--- src/rtl/signed_arith_pkg.sv ---
// Shared definitions for the signed arithmetic blocks.
//   state_t   : sequencing states of the accumulate/hold controller
//   acc_width : accumulator width that cannot overflow for n beats of
//               two w-bit signed operands each
package signed_arith_pkg;

  typedef enum logic [1:0] {
    IDLE  = 2'd0,
    ACCUM = 2'd1,
    HOLD  = 2'd2
  } state_t;

  // Each beat adds two w-bit values (one extra bit), n beats add clog2(n).
  function automatic int acc_width(input int w, input int n);
    return w + 1 + $clog2(n);
  endfunction

endpackage

--- src/rtl/signed_accum_adder_if.sv ---
// Operand/result handshake bundle for signed_accum_adder.
//   in_valid/in_ready : operand beat handshake (a, b, mode)
//   out_valid/out_ready : result handshake (sum, ovf)
//   master : producer/consumer side, slave : the adder
interface signed_accum_adder_if #(
  parameter int W     = 4,
  parameter int OUT_W = W + 1
);
  logic                    in_valid;
  logic                    in_ready;
  logic signed [W-1:0]     a;
  logic signed [W-1:0]     b;
  logic                    mode;
  logic                    out_valid;
  logic                    out_ready;
  logic signed [OUT_W-1:0] sum;
  logic                    ovf;

  modport master (
    output in_valid, a, b, mode, out_ready,
    input  in_ready, out_valid, sum, ovf
  );

  modport slave (
    input  in_valid, a, b, mode, out_ready,
    output in_ready, out_valid, sum, ovf
  );
endinterface

--- src/rtl/signed_sat.sv ---
// Signed narrowing with overflow detect; saturating or wrapping.
//   din  : IN_W-bit signed value (IN_W >= OUT_W)
//   dout : OUT_W-bit result, clamped when SAT != 0, truncated otherwise
//   ovf  : din is not representable in OUT_W bits
module signed_sat #(
  parameter int IN_W  = 6,
  parameter int OUT_W = 5,
  parameter int SAT   = 1
) (
  input  logic signed [IN_W-1:0]  din,
  output logic signed [OUT_W-1:0] dout,
  output logic                    ovf
);

  // din fits iff every bit from the output sign bit upward is a copy of it.
  logic [IN_W-OUT_W:0] top;

  assign top = din[IN_W-1:OUT_W-1];
  assign ovf = !((&top) || !(|top));

  always_comb begin
    dout = din[OUT_W-1:0];
    if ((SAT != 0) && ovf) begin
      dout = din[IN_W-1] ? {1'b1, {(OUT_W-1){1'b0}}}
                         : {1'b0, {(OUT_W-1){1'b1}}};
    end
  end

endmodule

--- src/rtl/signed_accum_adder.sv ---
// Signed pairwise adder / N-beat accumulator with registered result.
//   clk   : rising-edge clock
//   rst_n : synchronous active-low reset
//   bus   : slave side of signed_accum_adder_if (operands in, result out)
//
// state | meaning
// IDLE  | waiting for the first beat of a frame
// ACCUM | accumulate frame in progress, waiting for beats 2..N
// HOLD  | result presented on sum/ovf until consumed
module signed_accum_adder
  import signed_arith_pkg::*;
#(
  parameter int W     = 4,
  parameter int N     = 4,
  parameter int OUT_W = W + 1,
  parameter int SAT   = 1
) (
  input logic                 clk,
  input logic                 rst_n,
  signed_accum_adder_if.slave bus
);

  localparam int ACC_W = acc_width(W, N);
  localparam int CNT_W = $clog2(N + 1);

  state_t                  state_q, state_d;
  logic signed [ACC_W-1:0] acc_q, acc_d;
  logic [CNT_W-1:0]        cnt_q, cnt_d;
  logic signed [OUT_W-1:0] sum_q, sum_d;
  logic                    ovf_q, ovf_d;

  logic                    beat_take;
  logic                    res_take;
  logic                    load_res;
  logic signed [ACC_W-1:0] pair_sum;
  logic signed [OUT_W-1:0] sat_sum;
  logic                    sat_ovf;

  assign beat_take = bus.in_valid && (state_q != HOLD);
  assign res_take  = bus.out_ready && (state_q == HOLD);

  assign pair_sum = {{(ACC_W-W){bus.a[W-1]}}, bus.a}
                  + {{(ACC_W-W){bus.b[W-1]}}, bus.b};

  // Being in ACCUM is itself the latched frame mode, so mode is only
  // looked at in IDLE.
  always_comb begin
    state_d = state_q;
    acc_d   = acc_q;
    cnt_d   = cnt_q;
    case (state_q)
      IDLE: begin
        if (beat_take) begin
          acc_d   = pair_sum;
          cnt_d   = CNT_W'(1);
          state_d = (bus.mode && (N > 1)) ? ACCUM : HOLD;
        end
      end
      ACCUM: begin
        if (beat_take) begin
          acc_d = acc_q + pair_sum;
          cnt_d = cnt_q + CNT_W'(1);
          if (cnt_q == CNT_W'(N - 1)) begin
            state_d = HOLD;
          end
        end
      end
      HOLD: begin
        if (res_take) begin
          state_d = IDLE;
        end
      end
      default: state_d = IDLE;
    endcase
  end

  // Narrow the next accumulator value so the registered result is ready
  // in the same cycle out_valid rises.
  signed_sat #(
    .IN_W  (ACC_W),
    .OUT_W (OUT_W),
    .SAT   (SAT)
  ) u_sat (
    .din  (acc_d),
    .dout (sat_sum),
    .ovf  (sat_ovf)
  );

  assign load_res = (state_d == HOLD) && (state_q != HOLD);

  always_comb begin
    sum_d = sum_q;
    ovf_d = ovf_q;
    if (load_res) begin
      sum_d = sat_sum;
      ovf_d = sat_ovf;
    end
  end

  always_ff @(posedge clk) begin
    if (!rst_n) begin
      state_q <= IDLE;
      acc_q   <= '0;
      cnt_q   <= '0;
      sum_q   <= '0;
      ovf_q   <= 1'b0;
    end else begin
      state_q <= state_d;
      acc_q   <= acc_d;
      cnt_q   <= cnt_d;
      sum_q   <= sum_d;
      ovf_q   <= ovf_d;
    end
  end

  assign bus.in_ready  = (state_q != HOLD);
  assign bus.out_valid = (state_q == HOLD);
  assign bus.sum       = sum_q;
  assign bus.ovf       = ovf_q;

endmodule

--- src/flat_wrapper.sv ---
// flat-port wrapper written by rule: the top's interface ports become plain ports
module signed_accum_adder_flat import signed_arith_pkg::*;
#(
  parameter int W     = 4,
  parameter int N     = 4,
  parameter int OUT_W = W + 1,
  parameter int SAT   = 1
)
  (clk, rst_n, bus_in_valid, bus_a, bus_b, bus_mode, bus_out_ready, bus_in_ready, bus_out_valid, bus_sum, bus_ovf);
  signed_accum_adder_if #(.W(W), .OUT_W(OUT_W)) bus_i ();
  input logic clk;
  input logic rst_n;
  input wire logic [$bits(bus_i.in_valid)-1:0] bus_in_valid;
  input wire logic [$bits(bus_i.a)-1:0] bus_a;
  input wire logic [$bits(bus_i.b)-1:0] bus_b;
  input wire logic [$bits(bus_i.mode)-1:0] bus_mode;
  input wire logic [$bits(bus_i.out_ready)-1:0] bus_out_ready;
  output wire logic [$bits(bus_i.in_ready)-1:0] bus_in_ready;
  output wire logic [$bits(bus_i.out_valid)-1:0] bus_out_valid;
  output wire logic [$bits(bus_i.sum)-1:0] bus_sum;
  output wire logic [$bits(bus_i.ovf)-1:0] bus_ovf;
  assign bus_i.in_valid = bus_in_valid;
  assign bus_i.a = bus_a;
  assign bus_i.b = bus_b;
  assign bus_i.mode = bus_mode;
  assign bus_i.out_ready = bus_out_ready;
  assign bus_in_ready = bus_i.in_ready;
  assign bus_out_valid = bus_i.out_valid;
  assign bus_sum = bus_i.sum;
  assign bus_ovf = bus_i.ovf;
  signed_accum_adder #(.W(W), .N(N), .OUT_W(OUT_W), .SAT(SAT)) u_core (.clk(clk), .rst_n(rst_n), .bus(bus_i));
endmodule
--- config.mk ---
export PLATFORM = sky130hd
export DESIGN_NAME = signed_accum_adder_flat
export DESIGN_NICKNAME = d
export VERILOG_FILES = /design/src/rtl/signed_arith_pkg.sv /design/src/rtl/signed_accum_adder_if.sv /design/src/rtl/signed_sat.sv /design/src/rtl/signed_accum_adder.sv /design/src/flat_wrapper.sv
export SDC_FILE = /design/constraint.sdc
export NUM_CORES = 1
export LEC_CHECK = 0
export CAP_MARGIN = 20
export CORE_MARGIN = 2
export CORE_UTILIZATION = 50
export DETAILED_ROUTE_END_ITERATION = 16
export HOLD_SLACK_MARGIN = 0.08
export MAX_ROUTING_LAYER = met4
export PLACE_DENSITY = 0.75
export SLEW_MARGIN = 0
export SYNTH_ARGS = -nofsm -noshare
export SYNTH_HDL_FRONTEND = slang
export SYNTH_SLANG_ARGS = --single-unit
--- constraint.sdc ---
create_clock -name clk -period 8 [get_ports clk]
set_clock_uncertainty 0.1 [all_clocks]
set_input_delay 0.8 -clock clk [delete_from_list [all_inputs] [get_ports clk]]
set_output_delay 0.8 -clock clk [all_outputs]
set_load 0.005 [all_outputs]
==> summary.md <==
| Metric | Value |
|---|---|
| Syn-to-layout area delta | 16.6% |
| Worst IR Drop VDD | 135 uV |
| CTS tree | yes |
| Critical path class | in2reg |
| Placed Area | 1520 um2 |
| EDFF count, synth | 0 |
| CP required | 8.09 ns |
| Switching share of power | 34.4% |
| Flop pwr share | 40.5% |
| Via Count | 1159 |
| MaxCap Viol Count | 0 |
| Min cycle time layout | 4.18 ns |
| Syn avg cell area | 8.52 um2 |
| Residual DRC | 0 |
| Worst-skew pair later-pin latency | 0.29 ns |
| DR WL/cell | 14.0 um |
| Post-Synth XOR/XNOR Area | 2.62% |
| Post-synth top area share | 26.9% |
| Antenna violations before repair | 0 |
| Num ports | 21 |
| Cell internal pwr | 172 uW |
| CP peak stage delay | 0.46 ns |
| Initial core utilization | 53.5% |
| Syn nets | 185 |
| RSZ-0062 raised after global routing | no |
| Synth cell types | 44 |
| Port buffer count | 20 |
| Via/cell ratio | 5.65 |
| Full die area | 3100 um2 |
| Nets@finish | 204 |
| Synthesized area | 1340 um2 |
| Worst-path clk slew | 0.11 ns |
| Pwr per Cell Area | 168 nW/um2 |
| N_diodes | 0 |
| Setup TNS Final | 0 ns |
| Worst Path Arrival | 4.27 ns |
| Final wirelength | 2870 um |
| Syn Inst Count | 157 |
| DRT antenna net count | 0 |
| Status | complete, no violations |
| Critical path's top delay family | compound AO/OA/AOI/OAI gates |
| Synth area leaders | dfxtp_1 (27%), ha_1 (12%), nor2_1 (5.3%) |
| Total grt overflow | 0 |
| # hold bufs at CTS | 0 |
| Clock power share | 21.5% |
| Share of cells above drive strength 1 | 9.71% |
| Crit path buf inv count | 3 |
| Clock root buffer | clkbuf_4 |
| Mux share of post-synthesis cell area | 3.74% |
| Global-route wire length before repair | 5040 um |
| Power after layout | 262 uW |
| CTS resizes | 0 |
| Final Max Slew Viols | 0 |
| Most common cell after layout, fill and taps aside | clkdlybuf4s50_1 |
| Combinational Power Share | 38.0% |
| Dpl hpwl | 2280 um |
| Synth Area in Compound Gates | 25.6% |
| Final Hold Viols | 0 |
| Final period utilization | 52.3% |
| Lkg Pwr | 0.000638 uW |
| Tot GR Track Use | 20.6% |
| Largest family of logic cells by synthesized area | compound AO/OA/AOI/OAI gates |
| Number of DRC markers in iteration 0 | 32 |
| CP max-delay cell | clkdlybuf4s50_1 |
| GPL Wtd Cong | 0.827 |
| H-tree depth | 1 |
| CTS max path bufs | 2 |
| CTS Buf Count | 3 |
| Die span in x | 55.7 um |
| Drt pass-1 iters | 4 |
| Rel. slew slack | 48.0% |
| Largest net degree at the start of global routing | 24 |
| Area leader, netlist | dfxtp_1 |
| FP Rows | 18 |
| Synth warn | 0 |
| Crit-path cells | clkdlybuf4s50_1 -> ha_1 -> inv_1 -> fa_1 -> nand2b_1 -> a31oi_2 -> inv_1 -> ha_1 -> nand2_1 -> a21oi_2 -> a211oi_4 -> mux2i_1 -> o22ai_2 -> o21ai_0 -> a221o_1 |
| Largest fanout on the critical path | 12 |
| Core footprint | 2500 um2 |
| Commonest cells after routing, fill and taps aside | clkdlybuf4s50_1 (20), nor2_1 (19), dfxtp_1 (18) |
| Final Instance Area | 1560 um2 |
| Crit. End Element | flip-flop |
| NetSw | 90.0 uW |
| Worst Max-Slew Pin Slew | 0.780 ns |
| Vias in the first global route | 1155 |
| CTS Sinks | 18 |
| Synth Area in Simple Gates | 19.5% |
| Die span in y | 55.7 um |
| Register area share after synthesis | 26.9% |
| Fillcell total | 222 |
| FFs w/ async S/R, synth | 0% |
| Nature of the critical path startpoint | input port |
| Primary FF master, synth | dfxtp_1 |
| HP Class | reg2reg |
| # setup viols final | 0 |
| Synth Area in Adders | 15.2% |
| Fmax | 239 MHz |
| Post-CTS setup buffers | 0 |
| Seq cells post-synth | 18 |
==> cells in the mapped netlist, types with 2 or more instances <==
cell type,count
nor2_1,19
dfxtp_1,18
a21oi_1,13
ha_1,13
nand2_1,12
inv_1,9
a211oi_1,6
nand3_1,6
mux2i_1,5
o21ai_0,5
a221o_1,3
nand2b_1,3
nor2b_1,3
o21ai_2,3
xnor2_1,3
a21oi_2,2
buf_2,2
clkbuf_8,2
fa_1,2
nor3_1,2
o211ai_1,2
o21bai_1,2
==> worst reg2reg max path, stage by stage (launching register included) <==
cell and delay, ns:
dfxtp_1 0.33, ha_1 0.22, fa_1 0.43, nand3_1 0.17, a21oi_2 0.09, a211oi_4 0.26, mux2i_1 0.12, o22ai_2 0.42
o21ai_0 0.16, a221o_1 0.34
==> layer usage <==
metal  part of all wire (%)  global-route usage (%)
met1                     49                    26.8
met2                     48                    32.8
met3                    3.2                    2.79
met4                   0.42                    7.32
met5                      0                       -
==> power groups by stage <==
stage / Combinational [uW] / Clock (uW) / Sequential (uW)
2_1_floorplan: 74.8 / 0 / 105
3_3_place_gp: 94.2 / 0 / 107
3_5_place_dp: 98.8 / 0 / 108
4_1_cts: 99.7 / 58.5 / 106
5_1_grt: 111 / 60.0 / 107
6_report: 99.5 / 56.2 / 106
==> metrics by stage <==
stage	hold WS, ns	instances	setup slack [ns]	util [%]
after floorplan	0.332	157	4.42	-
after global placement	0.339	201	3.67	60.9
after detailed placement	0.353	201	3.53	60.9
after CTS	0.367	205	3.86	62.4
after global routing	0.382	205	3.60	62.4
final	0.365	205	3.82	62.4
==> area by class of cell <==
class	instances	area, um2	area share (%)
Clock buffer	4	36.3	2.33
Inverter	9	33.8	2.17
Multi-Input combinational cell	124	891	57.1
Sequential cell	18	360	23.1
Tap cell	30	37.5	2.41
Timing Repair Buffer	20	200	12.8
==> state kept, by name (all words and copies together) (netlist names) <==
register,count
u_core.state_q,2
u_core.cnt_q,3
u_core.bus.sum,5
u_core.bus.ovf,1
u_core.acc_q,7
==> cells by family (layout without fill, tap and decap cells) <==
kind of cell / Yosys count / count (layout)
AO/OA/AOI/OAI: 47 / 47
XOR/XNOR: 4 / 4
adder cells (fa/ha/maj): 15 / 15
buffers and inverters: 15 / 33
flip-flops: 18 / 18
multiplexers: 5 / 5
AND/OR/NAND/NOR: 53 / 53
==> worst paths after layout <==
| check | start | endpoint | slack, ns | cells past startpoint |
|---|---|---|---|---|
| setup / recovery | bus_b[0] | u_core.bus.sum[1] | 3.82 | 15 |
| hold / removal | u_core.cnt_q[1] | u_core.cnt_q[1] | 0.36 | 2 |
| setup reg to reg | u_core.acc_q[0] | u_core.bus.sum[1] | 5.25 | 9 |
| hold reg to reg | u_core.cnt_q[1] | u_core.cnt_q[1] | 0.36 | 2 |
(Power assumes the default switching activity.)
